[src/rtl/phyreset_pkg.sv]
// phyreset_pkg: state encodings, default timing constants and
// helpers shared by the multi-channel transceiver reset sequencer.
package phyreset_pkg;

  typedef enum logic [2:0] {
    PLL_PD,
    WAIT_LOCK,
    TX_ANA,
    TX_DIG,
    TX_READY
  } tx_state_t;

  typedef enum logic [1:0] {
    RX_ANA,
    RX_WAIT_LTD,
    RX_DIG,
    RX_READY
  } rx_state_t;

  localparam int NUM_CH_DEF          = 4;
  localparam int PLL_PD_CYC_DEF      = 1000;
  localparam int LOCK_STABLE_CYC_DEF = 64;
  localparam int TX_DIG_DLY_DEF      = 32;
  localparam int LTD_STABLE_CYC_DEF  = 512;
  localparam int RX_TIMEOUT_CYC_DEF  = 100000;

  function automatic int max3(
    input int a,
    input int b,
    input int c
  );
    int m;
    m = (a > b) ? a : b;
    return (m > c) ? m : c;
  endfunction

endpackage

[src/rtl/phyreset_rx_ch.sv]
// phyreset_rx_ch: per-channel RX reset sequencer.
// PHYRESET_RX_AUTO_RESTART_EN adds a relock timeout to RX_ANA.
module phyreset_rx_ch
  import phyreset_pkg::*;
#(
  parameter int LTD_STABLE_CYC = LTD_STABLE_CYC_DEF
`ifdef PHYRESET_RX_AUTO_RESTART_EN
  ,
  parameter int RX_TIMEOUT_CYC = RX_TIMEOUT_CYC_DEF
`endif
) (
  input  logic clock,
  input  logic reset_n,
  input  logic cal_busy,
  input  logic locked,
  output logic analogreset,
  output logic digitalreset,
  output logic ready
);

  localparam int LW = $clog2(LTD_STABLE_CYC + 1);

  rx_state_t     state;
  rx_state_t     nxt;
  logic [LW-1:0] cnt;
  logic [LW-1:0] cnt_n;
  logic          tmo_hit;

`ifdef PHYRESET_RX_AUTO_RESTART_EN
  localparam int TW = $clog2(RX_TIMEOUT_CYC + 1);

  logic [TW-1:0] tmo;
  logic [TW-1:0] tmo_n;
  logic          armed;
  logic          armed_n;

  assign tmo_hit = armed && (state == RX_WAIT_LTD)
                && (tmo == TW'(RX_TIMEOUT_CYC - 1));

  // only a lock loss after release arms the timeout
  always_comb begin
    armed_n = 1'b0;
    tmo_n   = '0;
    if (nxt == RX_WAIT_LTD) begin
      if (state == RX_WAIT_LTD) begin
        armed_n = armed;
        tmo_n   = (tmo == '1) ? tmo : tmo + 1'b1;
      end else begin
        armed_n = (state == RX_DIG) || (state == RX_READY);
      end
    end
  end

  always_ff @(posedge clock) begin
    if (!reset_n) begin
      tmo   <= '0;
      armed <= 1'b0;
    end else begin
      tmo   <= tmo_n;
      armed <= armed_n;
    end
  end
`else
  assign tmo_hit = 1'b0;
`endif

  always_comb begin
    nxt   = state;
    cnt_n = cnt;
    unique case (state)
      RX_ANA: begin
        if (!cal_busy) begin
          nxt   = RX_WAIT_LTD;
          cnt_n = '0;
        end
      end
      RX_WAIT_LTD: begin
        if (tmo_hit) begin
          nxt   = RX_ANA;
          cnt_n = '0;
        end else if (!locked) begin
          cnt_n = '0;
        end else if (cnt == LW'(LTD_STABLE_CYC - 1)) begin
          nxt   = RX_DIG;
          cnt_n = '0;
        end else begin
          cnt_n = cnt + 1'b1;
        end
      end
      RX_DIG: begin
        nxt = locked ? RX_READY : RX_WAIT_LTD;
      end
      RX_READY: begin
        if (!locked) nxt = RX_WAIT_LTD;
      end
      default: nxt = RX_ANA;
    endcase
    // calibration restarts the channel ahead of any lock event
    if (cal_busy) begin
      nxt   = RX_ANA;
      cnt_n = '0;
    end
  end

  always_ff @(posedge clock) begin
    if (!reset_n) begin
      state        <= RX_ANA;
      cnt          <= '0;
      analogreset  <= 1'b1;
      digitalreset <= 1'b1;
      ready        <= 1'b0;
    end else begin
      state        <= nxt;
      cnt          <= cnt_n;
      analogreset  <= (nxt == RX_ANA);
      digitalreset <= (nxt == RX_ANA) || (nxt == RX_WAIT_LTD);
      ready        <= (nxt == RX_READY);
    end
  end

endmodule

[src/rtl/phyreset_nch.sv]
// phyreset_nch: shared TX/PLL reset sequencer plus per-channel RX.
// Define PHYRESET_RX_AUTO_RESTART_EN for the RX relock timeout.
module phyreset_nch
  import phyreset_pkg::*;
#(
  parameter int NUM_CH          = NUM_CH_DEF,
  parameter int PLL_PD_CYC      = PLL_PD_CYC_DEF,
  parameter int LOCK_STABLE_CYC = LOCK_STABLE_CYC_DEF,
  parameter int TX_DIG_DLY      = TX_DIG_DLY_DEF,
  parameter int LTD_STABLE_CYC  = LTD_STABLE_CYC_DEF,
  parameter int RX_TIMEOUT_CYC  = RX_TIMEOUT_CYC_DEF
) (
  input  logic              clock,
  input  logic              reset_n,
  output logic              pll_powerdown,
  input  logic              pll_locked,
  input  logic              pll_cal_busy,
  input  logic [NUM_CH-1:0] tx_cal_busy,
  output logic [NUM_CH-1:0] tx_analogreset,
  output logic [NUM_CH-1:0] tx_digitalreset,
  output logic [NUM_CH-1:0] tx_ready,
  input  logic [NUM_CH-1:0] rx_cal_busy,
  input  logic [NUM_CH-1:0] rx_is_lockedtodata,
  output logic [NUM_CH-1:0] rx_analogreset,
  output logic [NUM_CH-1:0] rx_digitalreset,
  output logic [NUM_CH-1:0] rx_ready
);

  localparam int TX_MAX =
    max3(PLL_PD_CYC, LOCK_STABLE_CYC, TX_DIG_DLY);
  localparam int CW = $clog2(TX_MAX + 1);

  if (NUM_CH < 1 || NUM_CH > 16 || PLL_PD_CYC < 1
      || LOCK_STABLE_CYC < 1 || TX_DIG_DLY < 1
      || LTD_STABLE_CYC < 1 || RX_TIMEOUT_CYC < 1)
  begin : g_bad_param
    $error("phyreset_nch: parameter out of range");
  end

  tx_state_t     state;
  tx_state_t     nxt;
  logic [CW-1:0] cnt;
  logic [CW-1:0] cnt_n;
  logic          ana_done;
  logic          ana_done_n;
  logic          lock_ok;
  logic          tx_live;

  assign lock_ok = pll_locked && !pll_cal_busy;
  assign tx_live = (state == TX_ANA) || (state == TX_DIG)
                || (state == TX_READY);

  always_comb begin
    nxt        = state;
    cnt_n      = cnt;
    ana_done_n = ana_done;
    unique case (state)
      PLL_PD: begin
        if (cnt == CW'(PLL_PD_CYC - 1)) begin
          nxt   = WAIT_LOCK;
          cnt_n = '0;
        end else begin
          cnt_n = cnt + 1'b1;
        end
      end
      WAIT_LOCK: begin
        if (!lock_ok) begin
          cnt_n = '0;
        end else if (cnt == CW'(LOCK_STABLE_CYC)) begin
          nxt   = TX_ANA;
          cnt_n = '0;
        end else begin
          cnt_n = cnt + 1'b1;
        end
      end
      TX_ANA: begin
        if (!ana_done) begin
          if (!(|tx_cal_busy)) ana_done_n = 1'b1;
        end else if (cnt == CW'(TX_DIG_DLY - 1)) begin
          nxt   = TX_DIG;
          cnt_n = '0;
        end else begin
          cnt_n = cnt + 1'b1;
        end
      end
      TX_DIG:   nxt = TX_READY;
      TX_READY: nxt = TX_READY;
      default:  nxt = PLL_PD;
    endcase
    if (tx_live && !pll_locked) begin
      nxt   = WAIT_LOCK;
      cnt_n = '0;
    end
    if (nxt != TX_ANA) ana_done_n = 1'b0;
  end

  // outputs follow the next state so they line up with it
  always_ff @(posedge clock) begin
    if (!reset_n) begin
      state           <= PLL_PD;
      cnt             <= '0;
      ana_done        <= 1'b0;
      pll_powerdown   <= 1'b1;
      tx_analogreset  <= '1;
      tx_digitalreset <= '1;
      tx_ready        <= '0;
    end else begin
      state           <= nxt;
      cnt             <= cnt_n;
      ana_done        <= ana_done_n;
      pll_powerdown   <= (nxt == PLL_PD);
      tx_analogreset  <= {NUM_CH{(nxt == PLL_PD)
                         || (nxt == WAIT_LOCK)
                         || ((nxt == TX_ANA) && !ana_done_n)}};
      tx_digitalreset <= {NUM_CH{(nxt != TX_DIG)
                         && (nxt != TX_READY)}};
      tx_ready        <= {NUM_CH{nxt == TX_READY}};
    end
  end

  for (genvar i = 0; i < NUM_CH; i++) begin : g_rx
    phyreset_rx_ch #(
      .LTD_STABLE_CYC(LTD_STABLE_CYC)
`ifdef PHYRESET_RX_AUTO_RESTART_EN
      ,
      .RX_TIMEOUT_CYC(RX_TIMEOUT_CYC)
`endif
    ) u_rx (
      .clock       (clock),
      .reset_n     (reset_n),
      .cal_busy    (rx_cal_busy[i]),
      .locked      (rx_is_lockedtodata[i]),
      .analogreset (rx_analogreset[i]),
      .digitalreset(rx_digitalreset[i]),
      .ready       (rx_ready[i])
    );
  end

endmodule

[config.mk]
export PLATFORM = sky130hd
export DESIGN_NAME = phyreset_nch
export DESIGN_NICKNAME = d
export VERILOG_FILES = /design/src/rtl/phyreset_pkg.sv /design/src/rtl/phyreset_rx_ch.sv /design/src/rtl/phyreset_nch.sv
export SDC_FILE = /design/constraint.sdc
export NUM_CORES = 1
export LEC_CHECK = 0
export CORE_ASPECT_RATIO = 1.75
export CORE_MARGIN = 5
export CORE_UTILIZATION = 52
export CTS_BUF_LIST = sky130_fd_sc_hd__clkbuf_16
export CTS_CLUSTER_SIZE = 30
export DETAILED_ROUTE_END_ITERATION = 8
export PLACE_DENSITY = 0.79
export SLEW_MARGIN = 20
export SYNTH_ARGS = -nofsm -noshare
export SYNTH_HDL_FRONTEND = slang
export SYNTH_HIERARCHICAL = 1
export SYNTH_SLANG_ARGS = --single-unit
[constraint.sdc]
create_clock -name clock -period 2.1 [get_ports clock]
set_input_delay 0.525 -clock clock [delete_from_list [all_inputs] [get_ports clock]]
set_output_delay 0.525 -clock clock [all_outputs]
set_load 0.005 [all_outputs]
* Yosys cells after proc, flatten, opt, wreduce, memory -nomap -nowiden *
Index checks and enable logic that the tools add are counted.

storage, ports and cells
  input port bits = 16
  logic and storage cells = 162
  flip-flop bits (word level) = 78

operators by class
  muxes and demuxes = 53
  equal/unequal tests = 38
  reductions and logical operators = 38
  add/subtract/negate cells = 5
  bitwise gates (word level) = 1

operator list
  cell                                                   count
  2-to-1 mux 10 bit                                      13
  case mux 10 bit (2 select lines)                       4
  adder 10 x 1 -> 10 bit (second input constant)         5
  equality test 10 x 9 -> 1 bit (second input constant)  4
  2-to-1 mux 2 bit                                       20
  case mux 2 bit (4 select lines)                        4
  case mux 10 bit (3 select lines)                       1
  equality test 2 bit (second input constant)            12
  2-to-1 mux 3 bit                                       6
  equality test 2 x 1 -> 1 bit (second input constant)   8
  logical NOT 2 bit                                      8
  case mux 3 bit (4 select lines)                        1
  OR reduction 2 bit                                     6
  equality test 10 bit (second input constant)           1
  equality test 10 x 5 -> 1 bit (second input constant)  1
  equality test 10 x 7 -> 1 bit (second input constant)  1
  equality test 3 x 2 -> 1 bit (second input constant)   3
  logical OR 1 bit                                       8
  nonzero test 2 bit                                     4
  equality test 3 x 1 -> 1 bit (second input constant)   2
  equality test 3 bit (second input constant)            2
  logical NOT 3 bit                                      2
  != test 3 x 2 -> 1 bit (second input constant)         2
  logical AND 1 bit                                      4
  other kinds (8)                                        13

* Depth between registers and ports, before layout *
  word-level depth = 10
  gate-level depth with buffers = 7

* Hierarchy *
Netlist, hierarchy kept.

modules (own cells, without submodules)
  module          area an instance (um^2)  instances  seq. area each (um^2)  cells each
  phyreset_rx_ch  688.2                    4          300.3                  81
  phyreset_nch    1034.7                   1          360.3                  122

* Worst setup path after synthesis *
Ideal clock, no wire load.

  kind = reg-to-reg
  start point = register cnt[5] (netlist name)
  end point = register cnt[6] (netlist name)
  clock period less this slack = 1.772 ns
  library setup time = 0.121 ns
  data arrival time = 1.652 ns
  path buffers = 0
  required time = 1.979 ns
  cell stages (with the launch flop) = 6
  slack = 0.328 ns
  cell sequence = dfxtp_1 > or4_4 > o41ai_2 > o221ai_2 > o21bai_4 > nor3b_1

==> results by stage <==
Clock network:
- In this run, post-CTS hold repair placed 0 buffers.
- Counting along the longest clock path gives a buffer depth of 2.
- The clock tree root driver cell is sky130_fd_sc_hd__clkbuf_16.
- After clock tree synthesis, the repair step resized 0 gates.
- Post-CTS timing repair inserted 0 buffers for setup.
- The number of levels in the clock H-tree is 3.
- The clock reaches the later pin of the worst-skew pair after 0.33 ns.
- CTS saw 78 sinks.
- The clock transition at the registers of the reported paths is 0.06 ns.
- The TritonCTS buffer count is 9.
- TritonCTS built the clock tree.

Die:
- The die covers 9160 µm².
- Row generation in the floorplan step produced 41 rows.
- The total area inside the core boundary comes to 7180 µm².
- Measured along the x axis, the die boundary spans 74.5 µm.
- The top-level port count is 41.
- The starting density of the core is 0.527.
- The die height is 123 µm.

Layout:
- The number of nets in the finished design is 515.
- The area added between synthesis and finish is 21.4%.
- The final non-filler cell total is 584.
- The ratio of cells with drive above 1 in the final layout is 0.102.
- The antenna diode instance count is 0.

Route:
- Using the TritonRoute via totals, the vias-per-cell ratio works out to 5.93.
- The violation count after the first detailed-route iteration is 270.
- The number of design rule violations left after detail routing is 0.
- Across all layers, the routed design uses 3465 vias.
- The first detailed-routing pass took 4 iterations.
- After detailed routing, the wire length on met1 is 3310 µm.
- The count of nets left with antenna violations once routing finished came out at 0.
- Dividing the detail-routed wire length by the instance count gives 15.1 µm.
- The routed design uses 4820 µm of met2 wire.
- The highest metal layer carrying signal wires in the routed design is met4.
- The routed length on met3 is 467 µm.
- After detailed routing, the total wire length is 8830 µm.

Yosys:
- The portion of synthesized area spent on multiplexers is 0.0106.
- The number of instances in the synthesized netlist is 446.
- The largest total area in the synthesized netlist belongs to sky130_fd_sc_hd__dfxtp_1.
- The cell with the most instances after synthesis is sky130_fd_sc_hd__dfxtp_1.
- The synthesized netlist net count is 468.
- The number of synthesized register bits is 78.
- The post-synthesis compound-gate area fraction was 0.164.
- A synthesized cell averages 8.49 µm².
- Of the post-synthesis cell area, the dominant cell type holds 0.412.
- Of the total synthesized cell area, the portion taken by XOR and XNOR cells is 0.0116.
- Of the total synthesized cell area, the portion taken by AND, OR, NAND and NOR gates is 0.330.
- Ranked by instance count, the synthesized netlist is headed by sky130_fd_sc_hd__dfxtp_1 (78), sky130_fd_sc_hd__nand2_1 (37), sky130_fd_sc_hd__nor2_1 (36).
- For this run, the leading register cell type out of synthesis is sky130_fd_sc_hd__dfxtp_1.
- The number of synthesized flops with an enable pin is 0.
- Sorting the synthesized cells by area gives the leading types as sky130_fd_sc_hd__dfxtp_1 (41%), sky130_fd_sc_hd__nand3_1 (4.5%), sky130_fd_sc_hd__nand2_1 (3.7%).
- After synthesis the cells add up to 3790 µm².
- The sequential fraction of the synthesis area is 0.412.
- Yosys printed 6 warnings.
- For this run, asynchronously set or reset flops after synthesis account for 0.
- Yosys mapped the design onto 53 distinct sky130hd cell types.
- By area, the combinational part of the netlist is dominated by simple AND/OR/NAND/NOR gates.
- The adder-cell share of the synthesized area is 0.0198.

Placement:
- Before CTS, the worst setup slack after placement is -0.0995 ns.
- The count of buffers inserted at the top-level ports is 40.
- Including well taps, the total number of placed cells is 568.
- Routability-driven placement finished with a final weighted congestion of 0.909.
- The placed wire-length estimate is 6430 µm.

Worst setup path:
- At the worst endpoint, the arrival time is 2.17 ns.
- The maximum fanout count along the critical path is 5.
- In this run the register-to-register setup slack is 0.16 ns.
- The data required time of the worst path is 2.33 ns.
- The worst setup path is launched from a register.
- The critical path is of the reg -> reg type.
- The worst setup path is captured at a register.

Timing:
- The final sum of negative setup slack is 0 ns.
- In this run the tightest slew margin relative to its limit is 0.656.
- The number of max-slew violations in the final report is 0.
- The worst path in the final design needs a cycle of 1.94 ns, including I/O delays and setup.
- The fraction of the cycle the final worst path needs is 0.923.
- The setup-violating endpoint count in the final report is 0.
- Setup repair after global routing left no endpoint under its margin.
- The slew at the pin with the worst max-slew slack is 0.516 ns.
- The number of hold violations in the final report is 0.
- The worst clock skew is 0.00605 ns.
- The maximum operating frequency is 0.516 GHz.
- The worst path meets setup with 0.163 ns of slack.

Power:
- The leakage power summed over all cells is 1.63 nW.
- The power density over the cells is 689 nW/µm².
- VDD sags by at most 0.493 mV.
- The combinational power share is 0.046.
- The fraction of power spent switching nets is 0.217.
- Of the total power, the clock network draws 0.478.
- The internal portion of the total power is 2.48 mW.
- For this design the total switching power over the nets is 688 µW.
- The sequential power share is 0.476.

Min path:
- The path type of the worst min-delay path is reg -> reg.

Global routing:
- After global routing the overflow that remains totals 0.
- The overall global routing resource usage is 0.209.
- The number of global-route vias before repair is 3520.
- The number of antenna violations at the first check in global routing is 0.
- The global-route wire length before repair is 15100 µm.
- Entering global routing, the biggest net connects 14 pins.

Outcome:
- The run finished with clean final reports.

Run:
- The tool flagged a number of max-cap violations equal to 0.
## cell families (layout without fill, tap and decap cells)
family          count (synthesis)  after routing
compound gates                 88             88
xor+xnor                        5              5
fa+ha+maj                       6              6
buf+inv                        38             90
flops                          78             78
mux                             4              4
simple gates                  227            227
## state kept, by name, summed over array words and instances (netlist names)
| register | cells |
|---|---|
| pll_powerdown | 1 |
| g_rx.u_rx/ready | 4 |
| g_rx.u_rx/digitalreset | 4 |
| state | 3 |
| tx_digitalreset | 1 |
| g_rx.u_rx/cnt | 40 |
| ana_done | 1 |
| cnt | 10 |
| g_rx.u_rx/analogreset | 4 |
| g_rx.u_rx/state | 8 |
| tx_ready | 1 |
| tx_analogreset | 1 |
## final timing paths
kind                            start             endpoint  cells past startpoint
hold reg to reg   g_rx[2].u_rx/cnt[7]  g_rx[2].u_rx/cnt[7]                      2
setup reg to reg               cnt[0]             state[0]                      7
setup / recovery               cnt[0]             state[0]                      7
hold / removal    g_rx[2].u_rx/cnt[7]  g_rx[2].u_rx/cnt[7]                      2
## power by group through the flow
stage | clock network, mW | logic [mW] | registers [mW]
finish | 1.51 | 0.147 | 1.51
global route | 1.60 | 0.164 | 1.51
CTS | 1.54 | 0.147 | 1.51
detailed placement | 0 | 0.146 | 1.54
global placement | 0 | 0.143 | 1.54
floorplan | 0 | 0.0705 | 1.54
## stage by stage
stage / hold slack, ns / area, µm² / power, mW / util
finish: 0.513 / 4600 / 3.17 / 0.640
detailed placement: 0.502 / 4310 / 1.68 / 0.600
CTS: 0.512 / 4600 / 3.20 / 0.640
global route: 0.545 / 4600 / 3.28 / 0.640
floorplan: 0.470 / 3790 / 1.61 / -
global placement: 0.487 / 4310 / 1.68 / 0.600
## per-layer routing
layer | GRT usage | vias up
met2 | 0.382 | 88
met1 | 0.210 | 1634
met5 | 0 | -
met3 | 0.0537 | 17
met4 | 0.108 | 0
li1 | - | 1726
## worst max-delay path: stages, from the launching register on
cell                       delay (ns)
sky130_fd_sc_hd__dfxtp_1         0.35
sky130_fd_sc_hd__inv_1           0.09
sky130_fd_sc_hd__ha_1            0.14
sky130_fd_sc_hd__or4b_1          0.44
sky130_fd_sc_hd__nor3_2          0.26
sky130_fd_sc_hd__a2111o_1        0.23
sky130_fd_sc_hd__nand3b_1        0.13
sky130_fd_sc_hd__and2_1          0.18
## cells in the final DEF, fill, tap and decap left out, types with 6 or more instances in the layout
| master | instances |
|---|---|
| sky130_fd_sc_hd__nand3_1 | 34 |
| sky130_fd_sc_hd__clkdlybuf4s50_1 | 40 |
| sky130_fd_sc_hd__o21ai_0 | 18 |
| sky130_fd_sc_hd__nor2_1 | 36 |
| sky130_fd_sc_hd__or3_1 | 13 |
| sky130_fd_sc_hd__a21oi_1 | 23 |
| sky130_fd_sc_hd__and2_1 | 6 |
| sky130_fd_sc_hd__a31oi_1 | 14 |
| sky130_fd_sc_hd__nand2_1 | 37 |
| sky130_fd_sc_hd__clkbuf_16 | 9 |
| sky130_fd_sc_hd__and3_1 | 14 |
| sky130_fd_sc_hd__nor3_1 | 19 |
| sky130_fd_sc_hd__inv_1 | 12 |
| sky130_fd_sc_hd__buf_4 | 22 |
| sky130_fd_sc_hd__nand2b_1 | 7 |
| sky130_fd_sc_hd__nor3b_1 | 6 |
| sky130_fd_sc_hd__ha_1 | 6 |
| sky130_fd_sc_hd__nand4_1 | 14 |
| sky130_fd_sc_hd__dfxtp_1 | 78 |
| sky130_fd_sc_hd__nand3b_1 | 6 |
| sky130_fd_sc_hd__and4_1 | 6 |
## cell type report
type	instances	area, µm²
multi-input cells	330	2030
clock buffers	9	225
clock inverters	7	65.1
well taps	86	108
flip-flops and latches	78	1560
fillers	600	2580
inverters	12	45.0
repair buffers	62	566
Power figures use the tool's default switching activity.
